$ cat config.mk
export PLATFORM = sky130hd
export DESIGN_NAME = hlsm_job_driver_flat
export DESIGN_NICKNAME = d
export VERILOG_FILES = /design/src/rtl/hlsm_job_driver_if.sv /design/src/rtl/hlsm_job_driver.sv /design/src/flat_wrapper.sv
export SDC_FILE = /design/constraint.sdc
export NUM_CORES = 1
export LEC_CHECK = 0
export BUFFER_PORTS_ARGS = -buffer_cell sky130_fd_sc_hd__clkbuf_2
export CAP_MARGIN = 20
export CORE_MARGIN = 2
export CORE_UTILIZATION = 35
export DETAILED_ROUTE_END_ITERATION = 6
export HOLD_SLACK_MARGIN = 0.12
export PLACE_DENSITY = 0.61
export SLEW_MARGIN = 5
export SYNTH_ARGS = -nofsm -noshare
export SYNTH_HDL_FRONTEND = slang
export SYNTH_SLANG_ARGS = --single-unit
$ cat constraint.sdc
create_clock -name Clk -period 1.95 [get_ports Clk]
set_input_delay 0.39 -clock Clk [delete_from_list [all_inputs] [get_ports Clk]]
set_output_delay 0.39 -clock Clk [all_outputs]
set_load 0.1 [all_outputs]
$ cat src/rtl/hlsm_job_driver_if.sv
// rtl/hlsm_job_driver_if.sv - operand stream, HLSM Start/Done and result stream bundle
interface hlsm_job_driver_if #(
  parameter int DATA_W = 32
);
  logic                     in_valid;
  logic                     in_ready;
  logic signed [DATA_W-1:0] in_a;
  logic signed [DATA_W-1:0] in_b;
  logic signed [DATA_W-1:0] in_c;
  logic                     hs_start;
  logic                     hs_done;
  logic signed [DATA_W-1:0] hs_a;
  logic signed [DATA_W-1:0] hs_b;
  logic signed [DATA_W-1:0] hs_c;
  logic signed [DATA_W-1:0] hs_z;
  logic signed [DATA_W-1:0] hs_x;
  logic                     out_valid;
  logic                     out_ready;
  logic signed [DATA_W-1:0] out_z;
  logic signed [DATA_W-1:0] out_x;

  modport master (
    input  in_valid, in_a, in_b, in_c, hs_done, hs_z, hs_x, out_ready,
    output in_ready, hs_start, hs_a, hs_b, hs_c, out_valid, out_z, out_x
  );

  modport slave (
    output in_valid, in_a, in_b, in_c, hs_done, hs_z, hs_x, out_ready,
    input  in_ready, hs_start, hs_a, hs_b, hs_c, out_valid, out_z, out_x
  );
endinterface

$ cat src/rtl/hlsm_job_driver.sv
// rtl/hlsm_job_driver.sv - HLSM Start/Done job initiator with timeout watchdog
// Optional HLSM_DRV_LAT_EN adds last_lat (start-to-done latency of the last good job).
module hlsm_job_driver #(
  parameter int DATA_W  = 32,
  parameter int TIMEOUT = 64,
  parameter int CNT_W   = 16
) (
  input  logic               Clk,
  input  logic               Rst,
  hlsm_job_driver_if.master  bus,
  output logic               busy,
  output logic               timeout_err,
`ifdef HLSM_DRV_LAT_EN
  output logic [15:0]        last_lat,
`endif
  output logic [CNT_W-1:0]   job_count
);
  localparam int WD_W = (TIMEOUT > 2) ? $clog2(TIMEOUT) : 1;

  localparam logic [1:0] S_IDLE   = 2'd0;
  localparam logic [1:0] S_LAUNCH = 2'd1;
  localparam logic [1:0] S_WAIT   = 2'd2;

  logic [1:0]               state;
  logic [WD_W-1:0]          wd;
  logic                     hs_start_q;
  logic signed [DATA_W-1:0] hs_a_q, hs_b_q, hs_c_q;
  logic                     out_valid_q;
  logic signed [DATA_W-1:0] out_z_q, out_x_q;
  logic                     in_ready_c;
  logic                     accept;
  logic                     wd_expired;

  // A triple is only taken when the result slot will be free by the time Done can arrive.
  assign in_ready_c = (state == S_IDLE) && (!out_valid_q || bus.out_ready);
  assign accept     = bus.in_valid && in_ready_c;
  assign wd_expired = (wd == WD_W'(TIMEOUT - 1));

  assign bus.in_ready  = in_ready_c;
  assign bus.hs_start  = hs_start_q;
  assign bus.hs_a      = hs_a_q;
  assign bus.hs_b      = hs_b_q;
  assign bus.hs_c      = hs_c_q;
  assign bus.out_valid = out_valid_q;
  assign bus.out_z     = out_z_q;
  assign bus.out_x     = out_x_q;
  assign busy          = (state != S_IDLE);

`ifdef HLSM_DRV_LAT_EN
  logic [15:0] lat_cnt;
  logic [15:0] lat_next;
  assign lat_next = (lat_cnt == 16'hFFFF) ? lat_cnt : lat_cnt + 16'd1;
`endif

  always_ff @(posedge Clk) begin
    if (Rst) begin
      state       <= S_IDLE;
      wd          <= '0;
      hs_start_q  <= 1'b0;
      hs_a_q      <= '0;
      hs_b_q      <= '0;
      hs_c_q      <= '0;
      out_valid_q <= 1'b0;
      out_z_q     <= '0;
      out_x_q     <= '0;
      timeout_err <= 1'b0;
      job_count   <= '0;
`ifdef HLSM_DRV_LAT_EN
      lat_cnt     <= 16'd0;
      last_lat    <= 16'd0;
`endif
    end else begin
      hs_start_q <= 1'b0;
      if (out_valid_q && bus.out_ready) begin
        out_valid_q <= 1'b0;
      end
      case (state)
        S_IDLE: begin
          if (accept) begin
            hs_a_q     <= bus.in_a;
            hs_b_q     <= bus.in_b;
            hs_c_q     <= bus.in_c;
            wd         <= '0;
            hs_start_q <= 1'b1;
            state      <= S_LAUNCH;
`ifdef HLSM_DRV_LAT_EN
            lat_cnt    <= 16'd1;
`endif
          end
        end
        S_LAUNCH: begin
          state <= S_WAIT;
        end
        S_WAIT: begin
          // Done takes priority over an expiring watchdog in the same cycle.
          if (bus.hs_done) begin
            out_z_q     <= bus.hs_z;
            out_x_q     <= bus.hs_x;
            out_valid_q <= 1'b1;
            job_count   <= job_count + 1'b1;
            state       <= S_IDLE;
`ifdef HLSM_DRV_LAT_EN
            last_lat    <= lat_next;
`endif
          end else if (wd_expired) begin
            timeout_err <= 1'b1;
            state       <= S_IDLE;
          end else begin
            wd <= wd + 1'b1;
`ifdef HLSM_DRV_LAT_EN
            lat_cnt <= lat_next;
`endif
          end
        end
        default: begin
          state <= S_IDLE;
        end
      endcase
    end
  end
endmodule
$ cat src/flat_wrapper.sv
// flat-port wrapper written by rule: the top's interface ports become plain ports
module hlsm_job_driver_flat 
#(
  parameter int DATA_W  = 32,
  parameter int TIMEOUT = 64,
  parameter int CNT_W   = 16
)
  (Clk, Rst, busy, timeout_err, job_count, bus_in_valid, bus_in_a, bus_in_b, bus_in_c, bus_hs_done, bus_hs_z, bus_hs_x, bus_out_ready, bus_in_ready, bus_hs_start, bus_hs_a, bus_hs_b, bus_hs_c, bus_out_valid, bus_out_z, bus_out_x);
  hlsm_job_driver_if #(.DATA_W(DATA_W)) bus_i ();
  input  logic Clk;
  input  logic Rst;
  output logic busy;
  output logic timeout_err;
  output logic [CNT_W-1:0] job_count;
  input wire logic [$bits(bus_i.in_valid)-1:0] bus_in_valid;
  input wire logic [$bits(bus_i.in_a)-1:0] bus_in_a;
  input wire logic [$bits(bus_i.in_b)-1:0] bus_in_b;
  input wire logic [$bits(bus_i.in_c)-1:0] bus_in_c;
  input wire logic [$bits(bus_i.hs_done)-1:0] bus_hs_done;
  input wire logic [$bits(bus_i.hs_z)-1:0] bus_hs_z;
  input wire logic [$bits(bus_i.hs_x)-1:0] bus_hs_x;
  input wire logic [$bits(bus_i.out_ready)-1:0] bus_out_ready;
  output wire logic [$bits(bus_i.in_ready)-1:0] bus_in_ready;
  output wire logic [$bits(bus_i.hs_start)-1:0] bus_hs_start;
  output wire logic [$bits(bus_i.hs_a)-1:0] bus_hs_a;
  output wire logic [$bits(bus_i.hs_b)-1:0] bus_hs_b;
  output wire logic [$bits(bus_i.hs_c)-1:0] bus_hs_c;
  output wire logic [$bits(bus_i.out_valid)-1:0] bus_out_valid;
  output wire logic [$bits(bus_i.out_z)-1:0] bus_out_z;
  output wire logic [$bits(bus_i.out_x)-1:0] bus_out_x;
  assign bus_i.in_valid = bus_in_valid;
  assign bus_i.in_a = bus_in_a;
  assign bus_i.in_b = bus_in_b;
  assign bus_i.in_c = bus_in_c;
  assign bus_i.hs_done = bus_hs_done;
  assign bus_i.hs_z = bus_hs_z;
  assign bus_i.hs_x = bus_hs_x;
  assign bus_i.out_ready = bus_out_ready;
  assign bus_in_ready = bus_i.in_ready;
  assign bus_hs_start = bus_i.hs_start;
  assign bus_hs_a = bus_i.hs_a;
  assign bus_hs_b = bus_i.hs_b;
  assign bus_hs_c = bus_i.hs_c;
  assign bus_out_valid = bus_i.out_valid;
  assign bus_out_z = bus_i.out_z;
  assign bus_out_x = bus_i.out_x;
  hlsm_job_driver #(.DATA_W(DATA_W), .TIMEOUT(TIMEOUT), .CNT_W(CNT_W)) u_core (.Clk(Clk), .Rst(Rst), .bus(bus_i), .busy(busy), .timeout_err(timeout_err), .job_count(job_count));
endmodule
* After elaboration in Yosys (flattened, before gate mapping)
Index checks and enable logic that the tools add are counted.
Widths: inputs -> output; s select.
** Storage, ports and cells
- Register bits :: 187
- Output and inout port bits :: 181
- Word-level logic and storage cells :: 48
** Cells by class
- Add/subtract/negate cells :: 2
- Eq/ne operators :: 7
- Muxes and demuxes :: 12
- Bitwise operators :: 2
- Reductions and logical operators :: 14
** Operators by type and width (number)
- $mux 6 :: 3
- $add 16x1->16 const B :: 1
- $pmux 6 s2 :: 1
- $add 6x1->6 const B :: 1
- $eq 6x6->1 const B :: 1
- $mux 2 :: 3
- $pmux 2 s3 :: 1
- $reduce_and 2->1 :: 3
- $mux 1 :: 4
- $ne 2x2->1 const B :: 2
- $reduce_and 4->1 :: 1
- $reduce_bool 2->1 :: 2
- $logic_and 1x1->1 :: 3
- $ne 3x2->1 const B :: 1
- $reduce_and 3->1 :: 1
- $eq 2x1->1 const B :: 1
- $eq 2x2->1 const B :: 1
- $logic_not 2->1 :: 1
- $ne 2x1->1 const B :: 1
- $not 1->1 :: 2
- $reduce_or 2->1 :: 1
- $logic_not 1->1 :: 1
- $logic_or 1x1->1 :: 1

* Logic depth before layout (Yosys ltp)
- Depth in word-level cells :: 6
- Gate-level depth with buffers :: 7
- Depth with buffers taken out :: 5

* Worst setup path after synthesis
No wires, ideal clock.
- Kind :: register to register
- Start point :: register u_core.job_count[6]
- End point :: register u_core.job_count[15]
- Arrival time :: 2204 ps
- Path slack :: -374 ps
- Cell stages (with the launch flop) :: 5
- Path buffers :: 0
- Period minus slack after synthesis :: 2324 ps
- Cell sequence :: dfxtp_1 > nand4_1 > or2_4 > nor4_1 > mux2_2
** On the way
- Word-level cells in the longest chain between the ends :: 1
** Ends and longest elaborated chain
- from (decl) :: line hlsm_job_driver.sv:16 : output logic [CNT_W-1:0] job_count
- from (signal assigned) :: line hlsm_job_driver.sv:100 : job_count <= job_count + 1'b1;
- $add 16x1->16 :: line hlsm_job_driver.sv:100
No other way between the ends.
A chain may end at the register's enable or synchronous reset.

* Worst setup path after layout
- Start point :: register u_core.state[1]
- End point :: output port bus_in_ready
** On the way
- Word-level cells in the longest chain between the ends :: 2
** Ends and longest elaborated chain
- from (decl) :: line hlsm_job_driver.sv:24 : logic [1:0] state;
- from (signal assigned) :: line hlsm_job_driver.sv:57 : state <= S_IDLE;
- from (signal assigned) :: line hlsm_job_driver.sv:85 : state <= S_LAUNCH;
- from (signal assigned) :: line hlsm_job_driver.sv:92 : state <= S_WAIT;
- $logic_not 2->1 :: line hlsm_job_driver.sv:35 : assign in_ready_c = (state == S_IDLE) && (!out_valid_q || bus.out_ready);
- $logic_and 1x1->1 :: line hlsm_job_driver.sv:35
- to (decl) :: line flat_wrapper.sv:23 : output wire logic [$bits(bus_i.in_ready)-1:0] bus_in_ready;
No other way between the ends.

==> impl_metrics.env <==
export IMPL_dr_pass1_iters=7
export IMPL_htreeDepth=4
export IMPL_post_route_period_util=0.9410
export IMPL_cp_slowest_cell="dfxtp_1"
export IMPL_worst_clock_skew_ns=0.008234
export IMPL_switchingPower_mw=3.340
export IMPL_nets=1325
export IMPL_swShare=0.3504
export IMPL_drive_gt1_frac=0.3527
export IMPL_max_freq_mhz=545.0
export IMPL_overflow=0
export IMPL_clock_insertion_delay_worst_skew_ns=0.43
export IMPL_rows=50
export IMPL_grt_pass1_vias=5855
export IMPL_vias_per_cell=4.634
export IMPL_min_path_cells=3
export IMPL_busiest_layer="met2"
export IMPL_yosysSeqAreaShare=0.5605
export IMPL_path_cells="nor2_2 -> and2_1 -> buf_12"
export IMPL_hold_viol=0
export IMPL_finalCriticalPeriod_ns=1.835
export IMPL_cp_start_kind="register"
export IMPL_yosysUniqueCellTypes=40
export IMPL_met1_usage=0.2201
export IMPL_io_pins=346
export IMPL_use_met2=0.2952
export IMPL_ff2ff_setup_slack_ns=0.28
export IMPL_start_util=0.3571
export IMPL_setup_violations=0
export IMPL_utilization=0.4981
export IMPL_critPathTopFamily="simple AND/OR/NAND/NOR gates"
export IMPL_vias=6511
export IMPL_rsz0062_at_grt="false"
export IMPL_path_max_fanout=7
export IMPL_ys_seq_elements=187
export IMPL_path_buf_inv=1
export IMPL_p_int_mw=6.192
export IMPL_grt_pass1_wl_mm=29.12
export IMPL_status="complete, no violations"
export IMPL_cts_sinks=187
export IMPL_multiInputGateArea_sq_mm=0.002691
export IMPL_critPathKind="register to primary output"
export IMPL_min_path_type="input pin to register"
export IMPL_cp_required_ns=1.56
export IMPL_cts_made_buffers=17
export IMPL_maxSlewHeadroom=0.6014
export IMPL_final_seq_area_sq_mm=0.003757
export IMPL_fill_cells=1924
export IMPL_cts_max_path_buffers=2
export IMPL_syn_avg_cell_area_sq_um=7.970
export IMPL_syn_to_final_growth_pct=39.49
export IMPL_cts_clk_slew_worst_paths_ns=0.07
export IMPL_netlist_area_sq_mm=0.006679
export IMPL_syn_instance_count=838
export IMPL_cts_tree="built"
export IMPL_powerDensity_mw_per_mm2=1023
export IMPL_num_antenna_cells=0
export IMPL_totalWireLength_mm=18.88
export IMPL_clockPowerShare=0.359
export IMPL_peakVddDrop_mv=0.5996
export IMPL_hold_start="bus_in_c[0]"
export IMPL_post_drt_wl_per_cell_um=13.44
export IMPL_clock_root_buffer="clkbuf_16"
export IMPL_hold_end="u_core.bus.hs_c[0]"
export IMPL_cp_end_kind="primary output"
export IMPL_comb_power_share=0.215
export IMPL_r2r_end="u_core.job_count[15]"
export IMPL_dp_hpwl_mm=13.34
export IMPL_die_area_sq_mm=0.02020
export IMPL_final_max_slew_violation_count=0
export IMPL_ant_nets=0
export IMPL_p_leak_nw=4.157
export IMPL_gp_congestion=0.7810
export IMPL_drt_iter0_drc=330
export IMPL_yosysWarnings=0
export IMPL_r2r_start="u_core.state[1]"
export IMPL_grtUsageMet3=0.04913
export IMPL_maxCapViolCount=0
export IMPL_arrival_ns=1.44
export IMPL_power_frac_seq=0.426
export IMPL_fin_setup_tns_ns=0
export IMPL_critPathMaxStageDelay_ns=0.35
export IMPL_grt_antenna_before_repair=0
export IMPL_syn_nets=1005
export IMPL_grt_util_all_layers=0.1792
export IMPL_drc=0
export IMPL_fp_dieH_um=142.1
export IMPL_io_buffers=345
export IMPL_die_w_um=142.1
export IMPL_r2r_cells=4
export IMPL_tightest_slew_ns=0.6005
export IMPL_grt_max_degree=81
export IMPL_postCtsSetupBuffers=0
export IMPL_fp_coreArea_sq_mm=0.01871
registers in the layout, summed over array words and instances (netlist names):
signal	count
u_core.job_count	16
u_core.bus.hs_start	1
u_core.wd	6
u_core.state	2
u_core.bus.hs_c	32
u_core.timeout_err	1
u_core.bus.out_x	32
u_core.bus.hs_b	32
u_core.bus.out_z	32
u_core.bus.out_valid	1
u_core.bus.hs_a	32
timing repair:
item,CTS,global route
resized for setup,2,0
setup endpoints to repair,2,0
hold buffers,0,0
routing by layer:
layer,vias up,share of wire
met4,0,0.029
met3,36,0.064
met1,2881,0.43
met5,-,0
li1,3377,-
met2,217,0.48
power by group through the flow:
stage / sequential (mW) / combinational [mW] / clock, mW
global placement: 4.15 / 2.06 / 0
floorplan: 5.31 / 0.410 / 0
global route: 4.08 / 2.16 / 3.67
detailed placement: 4.15 / 2.06 / 0
CTS: 4.06 / 2.07 / 3.53
finish: 4.06 / 2.05 / 3.42
worst max path at each step:
stage	from	endpoint	slack, ns	cells past startpoint
final	u_core.state[1]	bus_in_ready	0.12	3
after global routing	u_core.state[1]	bus_in_ready	0.06	3
after CTS	u_core.state[1]	bus_in_ready	0.09	3
after detailed placement	bus_hs_done	u_core.wd[5]	0.27	5
after global placement	bus_out_ready	u_core.wd[5]	0.31	5
after floorplan	u_core.job_count[6]	u_core.job_count[15]	0.03	4
synthesized netlist by cell type (all sizes together):
cell type,count,area share
nand2,330,0.19
dfxtp,187,0.56
a21oi,170,0.13
clkbuf,43,0.024
nor2,16,0.0090
buf,14,0.010
inv,9,0.0051
nand4,7,0.0088
nand3,6,0.0045
xnor2,6,0.0079
o21ai,5,0.0037
nor4,4,0.0037
o31ai,4,0.0045
xor2,4,0.0052
o32ai,3,0.0039
and3,2,0.0021
and4,2,0.0028
ha,2,0.0037
nand2b,2,0.0019
nor2b,2,0.0019
nor3,2,0.0015
o211ai,2,0.0022
o21a,2,0.0022
or3,2,0.0021
or4,2,0.0022
a31oi,1,0.00094
and2,1,0.00094
and3b,1,0.0013
and4b,1,0.0015
mux2,1,0.0017
nand4b,1,0.0013
nor3b,1,0.0011
o221a,1,0.0017
o31a,1,0.0013
or2,1,0.0013
tightest hold or removal path: stages:
cell      delay (ns)
clkbuf_2        0.08
nand2_1         0.04
a21oi_1         0.05
layout by cell type (no fill, tap or decap), drive strengths merged, types with 3 or more instances in the layout:
cell / netlist / final
nor2: 16 / 16
a21oi: 170 / 170
nor4: 4 / 4
inv: 9 / 17
o31ai: 4 / 4
nand2: 330 / 330
xor2: 4 / 4
o21ai: 5 / 5
clkinv: 0 / 4
clkbuf: 43 / 360
xnor2: 6 / 6
dfxtp: 187 / 187
nand3: 6 / 6
buf: 14 / 15
nand4: 7 / 7
o32ai: 3 / 3
kinds of logic after synthesis:
logic type                 after synthesis  share of synthesized area
AOI/OAI and AO/OA                      189                     0.1480
xor gates and xnor gates                10                    0.01311
adders and majority gates                2                   0.003746
buffers and inverters                   66                    0.03953
DFF                                    187                     0.5605
muxes                                    1                   0.001686
and+or+nand+nor                        383                     0.2334
cell type report:
type / count / area share
Inverter: 9 / 0.003626
Clock inverter: 15 / 0.01665
Multi-Input combinational cell: 585 / 0.2889
Tap cell: 234 / 0.03143
Sequential cell: 187 / 0.4033
Clock buffer: 17 / 0.04566
Timing Repair Buffer: 358 / 0.2104
per-stage QoR:
| step | instance area (sq um) | power (mW) | hold WS [ns] | std cells | worst slack (ns) |
|---|---|---|---|---|---|
| finish | 9316 | 9.533 | 0.1698 | 1405 | 0.1150 |
| floorplan | 6693 | 5.721 | 0.4803 | 838 | 0.02562 |
| global placement | 8731 | 6.205 | 0.4412 | 1373 | 0.3150 |
| detailed placement | 8731 | 6.215 | 0.4454 | 1373 | 0.2693 |
| global route | 9316 | 9.912 | 0.1538 | 1405 | 0.05634 |
| CTS | 9316 | 9.666 | 0.1467 | 1405 | 0.09169 |
Note: power is estimated with default switching activity, not from simulation.
